### config.mk
export PLATFORM = sky130hd
export DESIGN_NAME = lt_fallback_ctrl_flat
export DESIGN_NICKNAME = d
export VERILOG_FILES = /design/src/rtl/lt_fallback_ctrl_if.sv /design/src/rtl/lt_fallback_ctrl.sv /design/src/flat_wrapper.sv
export SDC_FILE = /design/constraint.sdc
export NUM_CORES = 1
export LEC_CHECK = 0
export BUFFER_PORTS_ARGS = -buffer_cell sky130_fd_sc_hd__buf_2
export CAP_MARGIN = 15
export CORE_ASPECT_RATIO = 0.6
export CORE_UTILIZATION = 53
export CTS_CLUSTER_SIZE = 25
export DETAILED_ROUTE_END_ITERATION = 16
export PLACE_DENSITY_LB_ADDON = 0.05
export SLEW_MARGIN = 0
export SYNTH_ARGS = -nofsm -noshare
export SYNTH_HDL_FRONTEND = slang
export SYNTH_SLANG_ARGS = --single-unit
export TNS_END_PERCENT = 20
### constraint.sdc
create_clock -name clk -period 3.28 [get_ports clk]
set_clock_uncertainty 0.1 [all_clocks]
set_input_delay 0.328 -clock clk [delete_from_list [all_inputs] [get_ports clk]]
set_output_delay 0.328 -clock clk [all_outputs]
set_load 0.01 [all_outputs]
### src/rtl/lt_fallback_ctrl_if.sv
// Fallback proposal channel: a new link configuration offered to the CR restart logic.
// Purely combinational bundle; no storage.
// Producer holds vld and data stable until the consumer raises rdy.
interface lt_fallback_ctrl_if #(
    parameter int BW_W = 8
);
    logic            fb_vld;
    logic            fb_rdy;
    logic [BW_W-1:0] fb_bw;
    logic [1:0]      fb_lc;
    logic            fb_retry;

    modport master (
        output fb_vld,
        output fb_bw,
        output fb_lc,
        output fb_retry,
        input  fb_rdy
    );

    modport slave (
        input  fb_vld,
        input  fb_bw,
        input  fb_lc,
        input  fb_retry,
        output fb_rdy
    );
endinterface

### src/rtl/lt_fallback_ctrl.sv
// Link-training fallback: retry the same config, then step lane count / rate down a ladder.
// Error at edge k -> fb_vld at k+2 (retry), k+3 (one step), k+4 (two chained steps).
// Proposal held stable in OUT until fb_rdy; errors arriving while not IDLE are dropped (err_drop).
module lt_fallback_ctrl #(
    parameter int                        BW_W        = 8,
    parameter int                        NUM_RATES   = 4,
    parameter logic [NUM_RATES*BW_W-1:0] RATE_LADDER = 32'h060A141E,
    parameter int                        MAX_LANES   = 4,
    parameter int                        MAX_RETRY   = 2
) (
    input  logic                 clk,
    input  logic                 rst,
    input  logic                 config_param_vld,
    input  logic [BW_W-1:0]      lpm_link_bw,
    input  logic [1:0]           lpm_link_lc,
    input  logic                 eq_start,
    input  logic [BW_W-1:0]      cur_bw,
    input  logic [1:0]           cur_lc,
    input  logic                 mode,
    input  logic                 cr_err,
    input  logic [3:0]           cr_dn,
    input  logic                 eq_err,
    input  logic                 lt_done,
    lt_fallback_ctrl_if.master   fb,
    output logic                 fb_failed,
    output logic                 busy,
    output logic                 err_drop
);

    typedef enum logic [2:0] {
        IDLE  = 3'd0,
        EVAL  = 3'd1,
        LC_DN = 3'd2,
        BW_DN = 3'd3,
        OUT   = 3'd4,
        FAIL  = 3'd5
    } state_t;

    localparam logic [2:0] RETRY_LIM = 3'(MAX_RETRY);

    state_t          state_q, state_d;
    logic [BW_W-1:0] max_bw_q, max_bw_d;
    logic [1:0]      max_lc_q, max_lc_d;
    logic [BW_W-1:0] trial_bw_q, trial_bw_d;
    logic [1:0]      trial_lc_q, trial_lc_d;
    logic [2:0]      retry_cnt_q, retry_cnt_d;
    logic            err_cr_q, err_cr_d;
    logic [3:0]      cr_dn_q, cr_dn_d;
    logic            mode_q, mode_d;
    logic            restart_q, restart_d;
    logic            fb_vld_q, fb_vld_d;
    logic [BW_W-1:0] fb_bw_q, fb_bw_d;
    logic [1:0]      fb_lc_q, fb_lc_d;
    logic            fb_retry_q, fb_retry_d;
    logic            fb_failed_q, fb_failed_d;
    logic            busy_q, busy_d;
    logic            err_drop_q, err_drop_d;

    logic            has_next;
    logic            at_lowest;
    logic [BW_W-1:0] next_bw;
    logic [3:0]      lane_mask;
    logic            cr_any_active;
    logic [1:0]      lower_lc;
    logic [1:0]      lpm_lc_clamped;
    logic            any_err;

    // Ladder position of the trial rate, lane mask of the trial lane code and the lane cap.
    always_comb begin
        has_next = 1'b0;
        next_bw  = '0;
        for (int i = 0; i < NUM_RATES - 1; i++) begin
            if (!has_next && RATE_LADDER[i*BW_W +: BW_W] == trial_bw_q) begin
                has_next = 1'b1;
                next_bw  = RATE_LADDER[(i+1)*BW_W +: BW_W];
            end
        end
        at_lowest = (RATE_LADDER[(NUM_RATES-1)*BW_W +: BW_W] == trial_bw_q);

        case (trial_lc_q)
            2'b00:   lane_mask = 4'b0001;
            2'b11:   lane_mask = 4'b1111;
            default: lane_mask = 4'b0011;
        endcase
        // Only lanes inside the active width count as having locked.
        cr_any_active = |(cr_dn_q & lane_mask);
        lower_lc      = trial_lc_q[1] ? 2'b01 : 2'b00;

        if (MAX_LANES >= 4) begin
            lpm_lc_clamped = lpm_link_lc;
        end else if (MAX_LANES == 2) begin
            lpm_lc_clamped = (lpm_link_lc == 2'b11) ? 2'b01 : lpm_link_lc;
        end else begin
            lpm_lc_clamped = 2'b00;
        end

        any_err = cr_err || eq_err;
    end

    // Next-state and next-output computation for the fallback FSM and captured registers.
    always_comb begin
        state_d     = state_q;
        max_bw_d    = max_bw_q;
        max_lc_d    = max_lc_q;
        trial_bw_d  = trial_bw_q;
        trial_lc_d  = trial_lc_q;
        retry_cnt_d = retry_cnt_q;
        err_cr_d    = err_cr_q;
        cr_dn_d     = cr_dn_q;
        mode_d      = mode_q;
        restart_d   = restart_q;
        fb_bw_d     = fb_bw_q;
        fb_lc_d     = fb_lc_q;
        fb_retry_d  = fb_retry_q;

        case (state_q)
            IDLE: begin
                if (any_err) begin
                    state_d   = EVAL;
                    err_cr_d  = cr_err;
                    cr_dn_d   = cr_dn;
                    mode_d    = mode;
                    restart_d = 1'b0;
                end
            end
            EVAL: begin
                if (retry_cnt_q < RETRY_LIM) begin
                    retry_cnt_d = retry_cnt_q + 3'd1;
                    fb_bw_d     = trial_bw_q;
                    fb_lc_d     = trial_lc_q;
                    fb_retry_d  = 1'b1;
                    state_d     = OUT;
                end else begin
                    retry_cnt_d = 3'd0;
                    if (mode_q) begin
                        state_d = BW_DN;
                    end else if (err_cr_q && !cr_any_active) begin
                        // No active lane locked: the rate itself is suspect.
                        state_d = BW_DN;
                    end else begin
                        state_d = LC_DN;
                    end
                end
            end
            LC_DN: begin
                if (trial_lc_q != 2'b00) begin
                    fb_lc_d    = lower_lc;
                    fb_bw_d    = (!mode_q || restart_q) ? max_bw_q : trial_bw_q;
                    fb_retry_d = 1'b0;
                    state_d    = OUT;
                end else begin
                    state_d = mode_q ? FAIL : BW_DN;
                end
            end
            BW_DN: begin
                if (has_next) begin
                    fb_bw_d    = next_bw;
                    fb_lc_d    = mode_q ? trial_lc_q : max_lc_q;
                    fb_retry_d = 1'b0;
                    state_d    = OUT;
                end else if (at_lowest && mode_q) begin
                    // Rate-first ran out of rates: drop a lane and restart from the top rate.
                    restart_d = 1'b1;
                    state_d   = LC_DN;
                end else begin
                    state_d = FAIL;
                end
            end
            OUT: begin
                if (fb_vld_q && fb.fb_rdy) begin
                    state_d = IDLE;
                end
            end
            FAIL: begin
                if (config_param_vld) begin
                    state_d = IDLE;
                end
            end
            default: state_d = IDLE;
        endcase

        // Register updates from outside the sequence override the FSM's own retry update.
        if (config_param_vld) begin
            max_bw_d    = lpm_link_bw;
            max_lc_d    = lpm_lc_clamped;
            retry_cnt_d = 3'd0;
        end
        if (eq_start) begin
            trial_bw_d = cur_bw;
            trial_lc_d = cur_lc;
        end
        if (lt_done) begin
            retry_cnt_d = 3'd0;
        end

        // fb_vld rises one cycle after entering OUT and drops right after the handshake.
        fb_vld_d    = (state_q == OUT) && !(fb_vld_q && fb.fb_rdy);
        fb_failed_d = (state_q == FAIL) && !config_param_vld;
        busy_d      = (state_d != IDLE) && (state_d != FAIL);
        err_drop_d  = any_err && (state_q != IDLE);
    end

    // Single state/output register bank with synchronous reset.
    always_ff @(posedge clk) begin
        if (rst) begin
            state_q     <= IDLE;
            max_bw_q    <= '0;
            max_lc_q    <= 2'b00;
            trial_bw_q  <= '0;
            trial_lc_q  <= 2'b00;
            retry_cnt_q <= 3'd0;
            err_cr_q    <= 1'b0;
            cr_dn_q     <= 4'b0000;
            mode_q      <= 1'b0;
            restart_q   <= 1'b0;
            fb_vld_q    <= 1'b0;
            fb_bw_q     <= '0;
            fb_lc_q     <= 2'b00;
            fb_retry_q  <= 1'b0;
            fb_failed_q <= 1'b0;
            busy_q      <= 1'b0;
            err_drop_q  <= 1'b0;
        end else begin
            state_q     <= state_d;
            max_bw_q    <= max_bw_d;
            max_lc_q    <= max_lc_d;
            trial_bw_q  <= trial_bw_d;
            trial_lc_q  <= trial_lc_d;
            retry_cnt_q <= retry_cnt_d;
            err_cr_q    <= err_cr_d;
            cr_dn_q     <= cr_dn_d;
            mode_q      <= mode_d;
            restart_q   <= restart_d;
            fb_vld_q    <= fb_vld_d;
            fb_bw_q     <= fb_bw_d;
            fb_lc_q     <= fb_lc_d;
            fb_retry_q  <= fb_retry_d;
            fb_failed_q <= fb_failed_d;
            busy_q      <= busy_d;
            err_drop_q  <= err_drop_d;
        end
    end

    assign fb.fb_vld   = fb_vld_q;
    assign fb.fb_bw    = fb_bw_q;
    assign fb.fb_lc    = fb_lc_q;
    assign fb.fb_retry = fb_retry_q;
    assign fb_failed   = fb_failed_q;
    assign busy        = busy_q;
    assign err_drop    = err_drop_q;

endmodule

### src/flat_wrapper.sv
// flat-port wrapper written by rule: the top's interface ports become plain ports
module lt_fallback_ctrl_flat 
#(
    parameter int                        BW_W        = 8,
    parameter int                        NUM_RATES   = 4,
    parameter logic [NUM_RATES*BW_W-1:0] RATE_LADDER = 32'h060A141E,
    parameter int                        MAX_LANES   = 4,
    parameter int                        MAX_RETRY   = 2
)
  (clk, rst, config_param_vld, lpm_link_bw, lpm_link_lc, eq_start, cur_bw, cur_lc, mode, cr_err, cr_dn, eq_err, lt_done, fb_failed, busy, err_drop, fb_fb_vld, fb_fb_bw, fb_fb_lc, fb_fb_retry, fb_fb_rdy);
  lt_fallback_ctrl_if #(.BW_W(BW_W)) fb_i ();
  input  logic clk;
  input  logic rst;
  input  logic config_param_vld;
  input  logic [BW_W-1:0] lpm_link_bw;
  input  logic [1:0] lpm_link_lc;
  input  logic eq_start;
  input  logic [BW_W-1:0] cur_bw;
  input  logic [1:0] cur_lc;
  input  logic mode;
  input  logic cr_err;
  input  logic [3:0] cr_dn;
  input  logic eq_err;
  input  logic lt_done;
  output logic fb_failed;
  output logic busy;
  output logic err_drop;
  output wire logic [$bits(fb_i.fb_vld)-1:0] fb_fb_vld;
  output wire logic [$bits(fb_i.fb_bw)-1:0] fb_fb_bw;
  output wire logic [$bits(fb_i.fb_lc)-1:0] fb_fb_lc;
  output wire logic [$bits(fb_i.fb_retry)-1:0] fb_fb_retry;
  input wire logic [$bits(fb_i.fb_rdy)-1:0] fb_fb_rdy;
  assign fb_fb_vld = fb_i.fb_vld;
  assign fb_fb_bw = fb_i.fb_bw;
  assign fb_fb_lc = fb_i.fb_lc;
  assign fb_fb_retry = fb_i.fb_retry;
  assign fb_i.fb_rdy = fb_fb_rdy;
  lt_fallback_ctrl #(.BW_W(BW_W), .NUM_RATES(NUM_RATES), .RATE_LADDER(RATE_LADDER), .MAX_LANES(MAX_LANES), .MAX_RETRY(MAX_RETRY)) u_core (.clk(clk), .rst(rst), .config_param_vld(config_param_vld), .lpm_link_bw(lpm_link_bw), .lpm_link_lc(lpm_link_lc), .eq_start(eq_start), .cur_bw(cur_bw), .cur_lc(cur_lc), .mode(mode), .cr_err(cr_err), .cr_dn(cr_dn), .eq_err(eq_err), .lt_done(lt_done), .fb(fb_i), .fb_failed(fb_failed), .busy(busy), .err_drop(err_drop));
endmodule
# Word-level counts from Yosys, hierarchy flattened
# Cells that the tools add are included.
# totals
register_bits	48
out_inout_bits	15
# classes
add_sub_neg	1
n_lt_le_gt_ge	1
n_eq_ne	17
n_mux	38
bitwise	1
reduce_logical	29
# op_table
op	n
8-bit two-way mux	4
3-bit two-way mux	10
8-bit one-hot mux with 3 select lines	1
3-bit one-hot mux with 6 select lines	1
5-bit by 8-bit == test with 1-bit output (first input constant)	2
5-bit two-way mux	3
1-bit two-way mux	11
2-bit by 1-bit != test with 1-bit output (second input constant)	5
1-bit logical AND	9
3-bit nonzero test	3
3-bit by 8-bit == test with 1-bit output (first input constant)	1
4-bit by 8-bit == test with 1-bit output (first input constant)	1
2-bit two-way mux	4
4-bit one-hot mux with 2 select lines	1
4-bit AND reduction	2
3-bit by 2-bit == test with 1-bit output (second input constant)	2
3-bit == test (second input constant)	2
1-bit zero test	6
2-bit one-hot mux with 3 select lines	1
4-bit bitwise AND	1
2-bit nonzero test	2
4-bit OR reduction	1
3-bit by 1-bit adder with 3-bit output (second input constant)	1
3-bit by 1-bit == test with 1-bit output (second input constant)	1
11 further kinds	12

# Longest topological paths before layout
# Gate-level depths: netlist of the first run.
# depth
word_depth	12
ltp_mapped	7
depth_no_buf	5

# Worst setup path before layout of the first run
# Ideal clock, no wire load.
# synth_timing
path_kind	flip-flop to flip-flop
startpoint	register u_core.trial_bw_q[6]
endpoint	register u_core.fb_bw_q[4], in the netlist u_core.fb.fb_bw[4]
setup_ns	0.080
arrival_time_ns	2.045
required_ns	3.100
setup_slack_ns	1.055
stages_incl_launch_ff	7
n_path_buf	1
cell_sequence	dfxtp_1 -> or4_4 -> or3_1 -> a211oi_4 -> buf_6 -> nor2_1 -> a211oi_2
# synth_via
elab_chain_len	10
word_cells_on_any_way	17
cone_classes	eq/ne (4); mux (8); reduce/logical (5)
# synth_rtl
element	line	source
start: declaration	lt_fallback_ctrl.sv:44	logic [BW_W-1:0] trial_bw_q, trial_bw_d;
start signal: assignment	lt_fallback_ctrl.sv:227	trial_bw_q <= trial_bw_d;
5-bit by 8-bit == test with 1-bit output	lt_fallback_ctrl.sv:73	if (!has_next && RATE_LADDER[i*BW_W +: BW_W] == trial_bw_q) begin
1-bit two-way mux	lt_fallback_ctrl.sv:73	
1-bit zero test	lt_fallback_ctrl.sv:73	
1-bit logical AND	lt_fallback_ctrl.sv:73	
1-bit two-way mux	lt_fallback_ctrl.sv:73	
1-bit zero test	lt_fallback_ctrl.sv:73	
1-bit logical AND	lt_fallback_ctrl.sv:73	
5-bit two-way mux / 1-bit two-way mux (equally long branches)	lt_fallback_ctrl.sv:73	
8-bit two-way mux / 2-bit by 1-bit != test with 1-bit output (equally long branches)	n/a	
8-bit one-hot mux with 3 select lines / 4-bit AND reduction (equally long branches)	n/a	
end signal: assignment	lt_fallback_ctrl.sv:235	fb_bw_q <= fb_bw_d;
end: declaration	lt_fallback_ctrl.sv:52	logic [BW_W-1:0] fb_bw_q, fb_bw_d;
# Parallel ways exist; a longest one is shown, timed or not. The select of a mux whose other input is x is not followed.
# A chain may end at the register's enable or synchronous reset.

# Worst setup path in the final report of the first run
# layout_timing
startpoint	register u_core.state_q[0]
endpoint	register u_core.fb_bw_q[3], in the netlist u_core.fb.fb_bw[3]
# layout_via
elab_chain_len	3
word_cells_on_any_way	9
cone_classes	eq/ne (6); mux (1); reduce/logical (2)
# layout_rtl
element	line	source
start: declaration	lt_fallback_ctrl.sv:41	state_t state_q, state_d;
start signal: assignment	lt_fallback_ctrl.sv:224	state_q <= state_d;
3-bit by 2-bit == test with 1-bit output / 3-bit by 1-bit == test with 1-bit output (equally long branches)	lt_fallback_ctrl.sv:116	case (state_q)
2-bit by 1-bit != test with 1-bit output (no line) / 3-bit nonzero test (equally long branches)	n/a	
4-bit AND reduction (no line)	n/a	
# Parallel ways exist; a longest one is shown, timed or not.

==> out/summary.txt, run 1 <==
Maximum operating frequency: 0.386 GHz
Leading cell types in the layout, fill and taps excluded: sky130_fd_sc_hd__dfxtp_1 (48), sky130_fd_sc_hd__buf_2 (47), sky130_fd_sc_hd__nor2_1 (44)
Min Clock Period, post-route: 2.59 ns
# Post-CTS Setup Buffers: 0
Area of the multi-input gates: 0.00110 mm2
Fin nets: 305
Top-area cell type share of the netlist area: 45.0%
Top flip-flop cell by instance count after synthesis: sky130_fd_sc_hd__dfxtp_1
Number of antenna violations at the first check in global routing: 0
CP top delay family: compound AO/OA/AOI/OAI gates
Min-delay worst type: in2reg
TritonCTS clock tree: done
Iteration-0 DRC Markers: 123
Root buffer cell: sky130_fd_sc_hd__clkbuf_8
Crit path max-delay cell type: sky130_fd_sc_hd__dfxtp_1
Maximum number of pins on one net before global-route repair: 48
CTS-repair resized insts: 0
Setup TNS: 0 ns
Overall die width: 84.0 um
Sequential element share of the synthesized area: 45.0%
Critical path fanouts, max: 19
Detailed-router iteration count before antenna repair: 10
Peak supply drop: 0.303 mV
Crit path kind: reg2reg
Synthesis-to-layout area growth: 15.2%
Clock-pin slew on the worst setup and hold paths: 0.09 ns
Total power density per cell area: 501 mW/mm2
Synthesized netlist cell count: 231
Critical Path Source Type: register
Routed wire length: 4820 um
Endpoint arrival time on the critical path: 2.69 ns
Pins over their slew limit: 0
Result of the run: finished with violations
Global route total overflow: 0
CP cell instances: or3b_2 > a21o_1 > a211oi_4 > nor2_1 > a311oi_1
Half-perimeter wire length of the detailed placement result: 3550 um
Type of element capturing the critical path: register
Die span in y: 51.2 um
Maximum buffer depth of the clock tree: 2
Number of buffers added by the clock tree synthesis step: 5
Final Non-Filler Cells: 319
Most common cell after layout, fill and taps aside: sky130_fd_sc_hd__dfxtp_1
Post-synthesis register bit count: 48
Via density per instance: 5.75
Endpoints failing hold: 0
DRC violation count after routing: 8
Skew-Pair Late Insertion Delay: 0.30 ns
Yosys Warn Count: 0
Diodes inserted: 0
Number of enable flip-flop cells after synthesis: 0
Final Cell Area: 0.00246 mm2
Routed Antenna Nets: 0
Worst path buffer plus inverter count: 0
Post-synthesis cell type with the largest combined area: sky130_fd_sc_hd__dfxtp_1
Worst R2R Setup Slack: 0.69 ns
RSZ-0062 raised after global routing: false
Count of boundary I/O pins: 48
Syn Area/Cell: 9.25 um2
Post-detailed-placement cell area: 0.00237 mm2
Max-slew headroom at the worst pin: 36.9%
Area occupied by registers: 961 um2
Syn nets: 265
Via count of the first global-routing pass: 1604
Proportion of synthesized flip-flops having asynchronous set or reset: 0%
Initial Util: 56.7%
Count of filler cells inserted in the layout: 326
DIE AREA: 0.00430 mm2
CTS Sinks: 48
# port buffers: 47
Required time of the critical path: 3.39 ns
Number of distinct library cell variants in the gate-level netlist after synthesis: 44
Most area-consuming cells after synthesis: sky130_fd_sc_hd__dfxtp_1 (45%), sky130_fd_sc_hd__mux2i_1 (12%), sky130_fd_sc_hd__nor2_1 (7.7%)
Total track usage: 24.1%
Part of the cycle the worst path needs: 78.9%
Routed length per instance: 15.1 um
Peak per-stage delay on the critical path: 0.70 ns
Rows: 17
Cell area after synthesis: 0.00214 mm2
Layout cells sized above 1: 23.5%
Worst-margin pin slew: 0.938 ns
Placed Cells: 311
# hold bufs at CTS: 0
Max Cap Violations: 0
Final setup vio count: 0
Leakage power: 1.05 nW
Violated checks: DRC
Global-route wire length before repair: 7820 um
Area of the core: 0.00376 mm2
Detailed-route via count: 1833
Depth of the CTS H-tree: 2
Post-route total power: 0.00123 W
GP Congestion: 0.896
[per-stage QoR]
stage	hold slack [ns]	util, %	setup slack, ns
after floorplan	0.353	-	1.06
after global placement	0.361	62.9	0.779
after detailed placement	0.370	62.9	0.728
after CTS	0.161	65.3	0.712
after global routing	0.168	65.3	0.518
final	0.163	65.3	0.693
[flip-flops by register name, indices dropped and copies added (netlist names), 2 cells and up]
| signal | count |
|---|---|
| u_core.max_bw_q | 8 |
| u_core.max_lc_q | 2 |
| u_core.state_q | 3 |
| u_core.trial_bw_q | 8 |
| u_core.fb.fb_bw | 8 |
| u_core.fb.fb_lc | 2 |
| u_core.trial_lc_q | 2 |
| u_core.retry_cnt_q | 3 |
| u_core.cr_dn_q | 4 |
[power breakdown]
part | switching, W | internal, W
logic | 0.000110 | 0.000100
registers | 0.0000404 | 0.000625
clock network | 0.000184 | 0.000172
[worst register-to-register path, delay by kind of cell, from the launching register on]
kind | cells | cell delay [ns]
AOI/OAI and AO/OA | 3 | 1.08
DFF | 1 | 0.70
and+or+nand+nor | 2 | 0.62
[cells by family (layout without fill, tap and decap cells)]
| logic type | Yosys count | in the layout | synth area share [%] |
|---|---|---|---|
| AOI/OAI and AO/OA | 47 | 47 | 17.9 |
| xor gates and xnor gates | 1 | 1 | 0.410 |
| adders and majority gates | 1 | 1 | 0.586 |
| buffers and inverters | 17 | 58 | 3.34 |
| DFF | 48 | 48 | 45.0 |
| muxes | 26 | 26 | 12.2 |
| and+or+nand+nor | 91 | 91 | 20.6 |
[area by class of cell]
class | instances | area share (%)
Tap cell | 47 | 2.39
Inverter | 3 | 0.458
Clock buffer | 8 | 3.66
Sequential cell | 48 | 39.1
Multi-Input combinational cell | 166 | 44.9
Timing Repair Buffer | 47 | 9.56
[worst paths after layout]
kind | to | depth (start not counted) | from
hold reg to reg | u_core.fb.fb_retry | 2 | u_core.fb.fb_retry
setup reg to reg | u_core.fb.fb_bw[3] | 5 | u_core.state_q[0]
hold / removal | u_core.max_bw_q[0] | 3 | lpm_link_bw[0]
setup / recovery | u_core.fb.fb_bw[3] | 5 | u_core.state_q[0]
[metal layers]
layer	global-route usage, %	vias up	wire length [um]
li1	-	915	-
met5	0	-	0
met1	37.8	819	2580
met3	6.14	7	455
met2	31.1	92	1740
met4	7.47	0	40
[synth_stat cells (all sizes together) (2+ instances only)]
library cell	count
dfxtp	48
nor2	44
mux2i	26
clkbuf	13
nand2	11
a211oi	9
nor3	8
a21oi	7
a22oi	7
nor2b	5
nand3b	4
or3	4
a311oi	3
a31oi	3
inv	3
nand2b	3
or2	3
a211o	2
a21o	2
a221oi	2
nor4	2
or3b	2
(Power assumes the default switching activity.)
==> inputs of run 2 (changes only) <==
==> constraint.sdc (replaced) <==
create_clock -name clk -period 2.54 [get_ports clk]
set_clock_uncertainty 0.1 [all_clocks]
set_input_delay 0.254 -clock clk [delete_from_list [all_inputs] [get_ports clk]]
set_output_delay 0.254 -clock clk [all_outputs]
set_load 0.01 [all_outputs]
==> run 2 against run 1 <==
- the run still ends with DRC left
- cell count is 2.2% higher
- clock-buffer cell count unchanged
- via count is 2.5% lower
- critical path type unchanged
==> out/summary.txt, run 2 (synthesis results as in run 1) <==
Result of the run: finished with violations (unchanged)
Violated checks: DRC (unchanged)
Maximum operating frequency: 0.426 GHz (was 0.386 GHz)
DRC violation count after routing: 8 (unchanged)
Via density per instance: 5.48 (was 5.75)
Endpoints failing hold: 0 (unchanged)
Initial Util: 56.7% (unchanged)
# hold bufs at CTS: 0 (unchanged)
GP Congestion: 0.838 (was 0.896)
Endpoint arrival time on the critical path: 2.45 ns (was 2.69 ns)
Detailed-route via count: 1787 (was 1833)
Die span in y: 51.2 um (unchanged)
Setup TNS: 0 ns (unchanged)
Max-slew headroom at the worst pin: 36.3% (was 36.9%)
Fin util: 66.7% (was 65.3%)
Depth of the CTS H-tree: 2 (unchanged)
Total power density per cell area: 636 mW/mm2 (was 501 mW/mm2)
Crit path kind: reg2reg (unchanged)
Final setup vio count: 0 (unchanged)
Diodes inserted: 0 (unchanged)
Most common cell after layout, fill and taps aside: sky130_fd_sc_hd__dfxtp_1 (unchanged)
Worst-margin pin slew: 0.948 ns (was 0.938 ns)
Leading cell types in the layout, fill and taps excluded: sky130_fd_sc_hd__dfxtp_1 (48), sky130_fd_sc_hd__buf_2 (47), sky130_fd_sc_hd__nor2_1 (44) (unchanged)
Detailed-router iteration count before antenna repair: 10 (unchanged)
Leakage power: 1.08 nW (was 1.05 nW)
Via count of the first global-routing pass: 1560 (was 1604)
Skew-Pair Late Insertion Delay: 0.30 ns (about the same)
Maximum number of pins on one net before global-route repair: 48 (unchanged)
Number of antenna violations at the first check in global routing: 0 (unchanged)
Global-route wire length before repair: 7720 um (was 7820 um)
Count of boundary I/O pins: 48 (unchanged)
Min-delay worst type: in2reg (unchanged)
Required time of the critical path: 2.64 ns (was 3.39 ns)
Half-perimeter wire length of the detailed placement result: 3370 um (was 3550 um)
RSZ-0062 raised after global routing: false (unchanged)
Maximum buffer depth of the clock tree: 2 (unchanged)
Fin nets: 312 (was 305)
Min Clock Period, post-route: 2.35 ns (was 2.59 ns)
Type of element capturing the critical path: register (unchanged)
CTS Sinks: 48 (unchanged)
Area of the core: 0.00376 mm2 (unchanged)
Root buffer cell: sky130_fd_sc_hd__clkbuf_8 (unchanged)
Peak supply drop: 0.396 mV (was 0.303 mV)
TritonCTS clock tree: done (unchanged)
Synthesis-to-layout area growth: 17.6% (was 15.2%)
Rows: 17 (unchanged)
# Post-CTS Setup Buffers: 0 (unchanged)
Global route total overflow: 0 (unchanged)
Pins over their slew limit: 0 (unchanged)
# port buffers: 47 (unchanged)
Max Cap Violations: 0 (unchanged)
Routed wire length: 4690 um (was 4820 um)
Layout cells sized above 1: 25.4% (was 23.5%)
Iteration-0 DRC Markers: 102 (was 123)
Routed length per instance: 14.4 um (was 15.1 um)
Critical Path Source Type: register (unchanged)
Fin Hold WS: 0.0883 ns (was 0.163 ns)
Routed Antenna Nets: 0 (unchanged)
Overall die width: 84.0 um (unchanged)
CTS-repair resized insts: 0 (unchanged)
Critical path fanouts, max: 17 (was 19)
Number of buffers added by the clock tree synthesis step: 5 (unchanged)
Worst R2R Setup Slack: 0.19 ns (was 0.69 ns)
Total track usage: 23.5% (was 24.1%)
Clock-pin slew on the worst setup and hold paths: 0.08 ns (was 0.09 ns)
Part of the cycle the worst path needs: 92.4% (was 78.9%)
DIE AREA: 0.00430 mm2 (unchanged)
-- run 2: cell types whose count changed in the layout (fill, tap and decap cells not counted) --
cell / change
sky130_fd_sc_hd__buf_4: +7
-- run 2: area by class of cell --
class / count / area (um2)
Timing Repair Buffer: 54 / 288
Fill cell: 324 / 1250
Sequential cell: 48 / 961
Clock buffer: 8 / 90.1
Inverter: 3 / 11.3
Multi-Input combinational cell: 166 / 1100
Tap cell: 47 / 58.8
-- run 2: per-stage QoR --
step	worst slack (ns)	instance area, um2	power, W	instances
6_report	0.193	2510	0.00160	326
4_1_cts	0.190	2510	0.00161	326
2_1_floorplan	0.315	2140	0.00106	231
3_5_place_dp	0.221	2420	0.00115	318
5_1_grt	0.0700	2510	0.00168	326
3_3_place_gp	0.285	2420	0.00115	318
-- run 2: worst paths after layout --
check	start	to	cells after the start
setup / recovery	u_core.trial_bw_q[6]	u_core.fb.fb_bw[1]	6
hold / removal	cur_lc[1]	u_core.trial_lc_q[1]	3
setup reg to reg	u_core.trial_bw_q[6]	u_core.fb.fb_bw[1]	6
hold reg to reg	u_core.fb.fb_retry	u_core.fb.fb_retry	2
-- run 2: worst max-delay path, stage by stage, from the launching register on --
cell and delay [ns]:
sky130_fd_sc_hd__dfxtp_1 0.34, sky130_fd_sc_hd__or4_4 0.56, sky130_fd_sc_hd__or3_1 0.43, sky130_fd_sc_hd__a211oi_4 0.26
sky130_fd_sc_hd__buf_4 0.26, sky130_fd_sc_hd__nor2_1 0.07, sky130_fd_sc_hd__a311oi_1 0.23
-- run 2: power by group --
group / leakage, nW / internal [W] / switching, W
clock: 0.0455 / 0.000222 / 0.000236
combinational: 0.643 / 0.000140 / 0.000151
sequential: 0.394 / 0.000808 / 0.0000429
total: 1.08 / 0.00117 / 0.000429
-- run 2: routing by layer --
metal | wire, um | track usage, % | part of all wire, %
met1 | 2780 | 39.1 | 59
met2 | 1610 | 29.2 | 34
met3 | 282 | 5.65 | 6.0
met4 | 19 | 4.31 | 0.41
met5 | 0 | 0 | 0
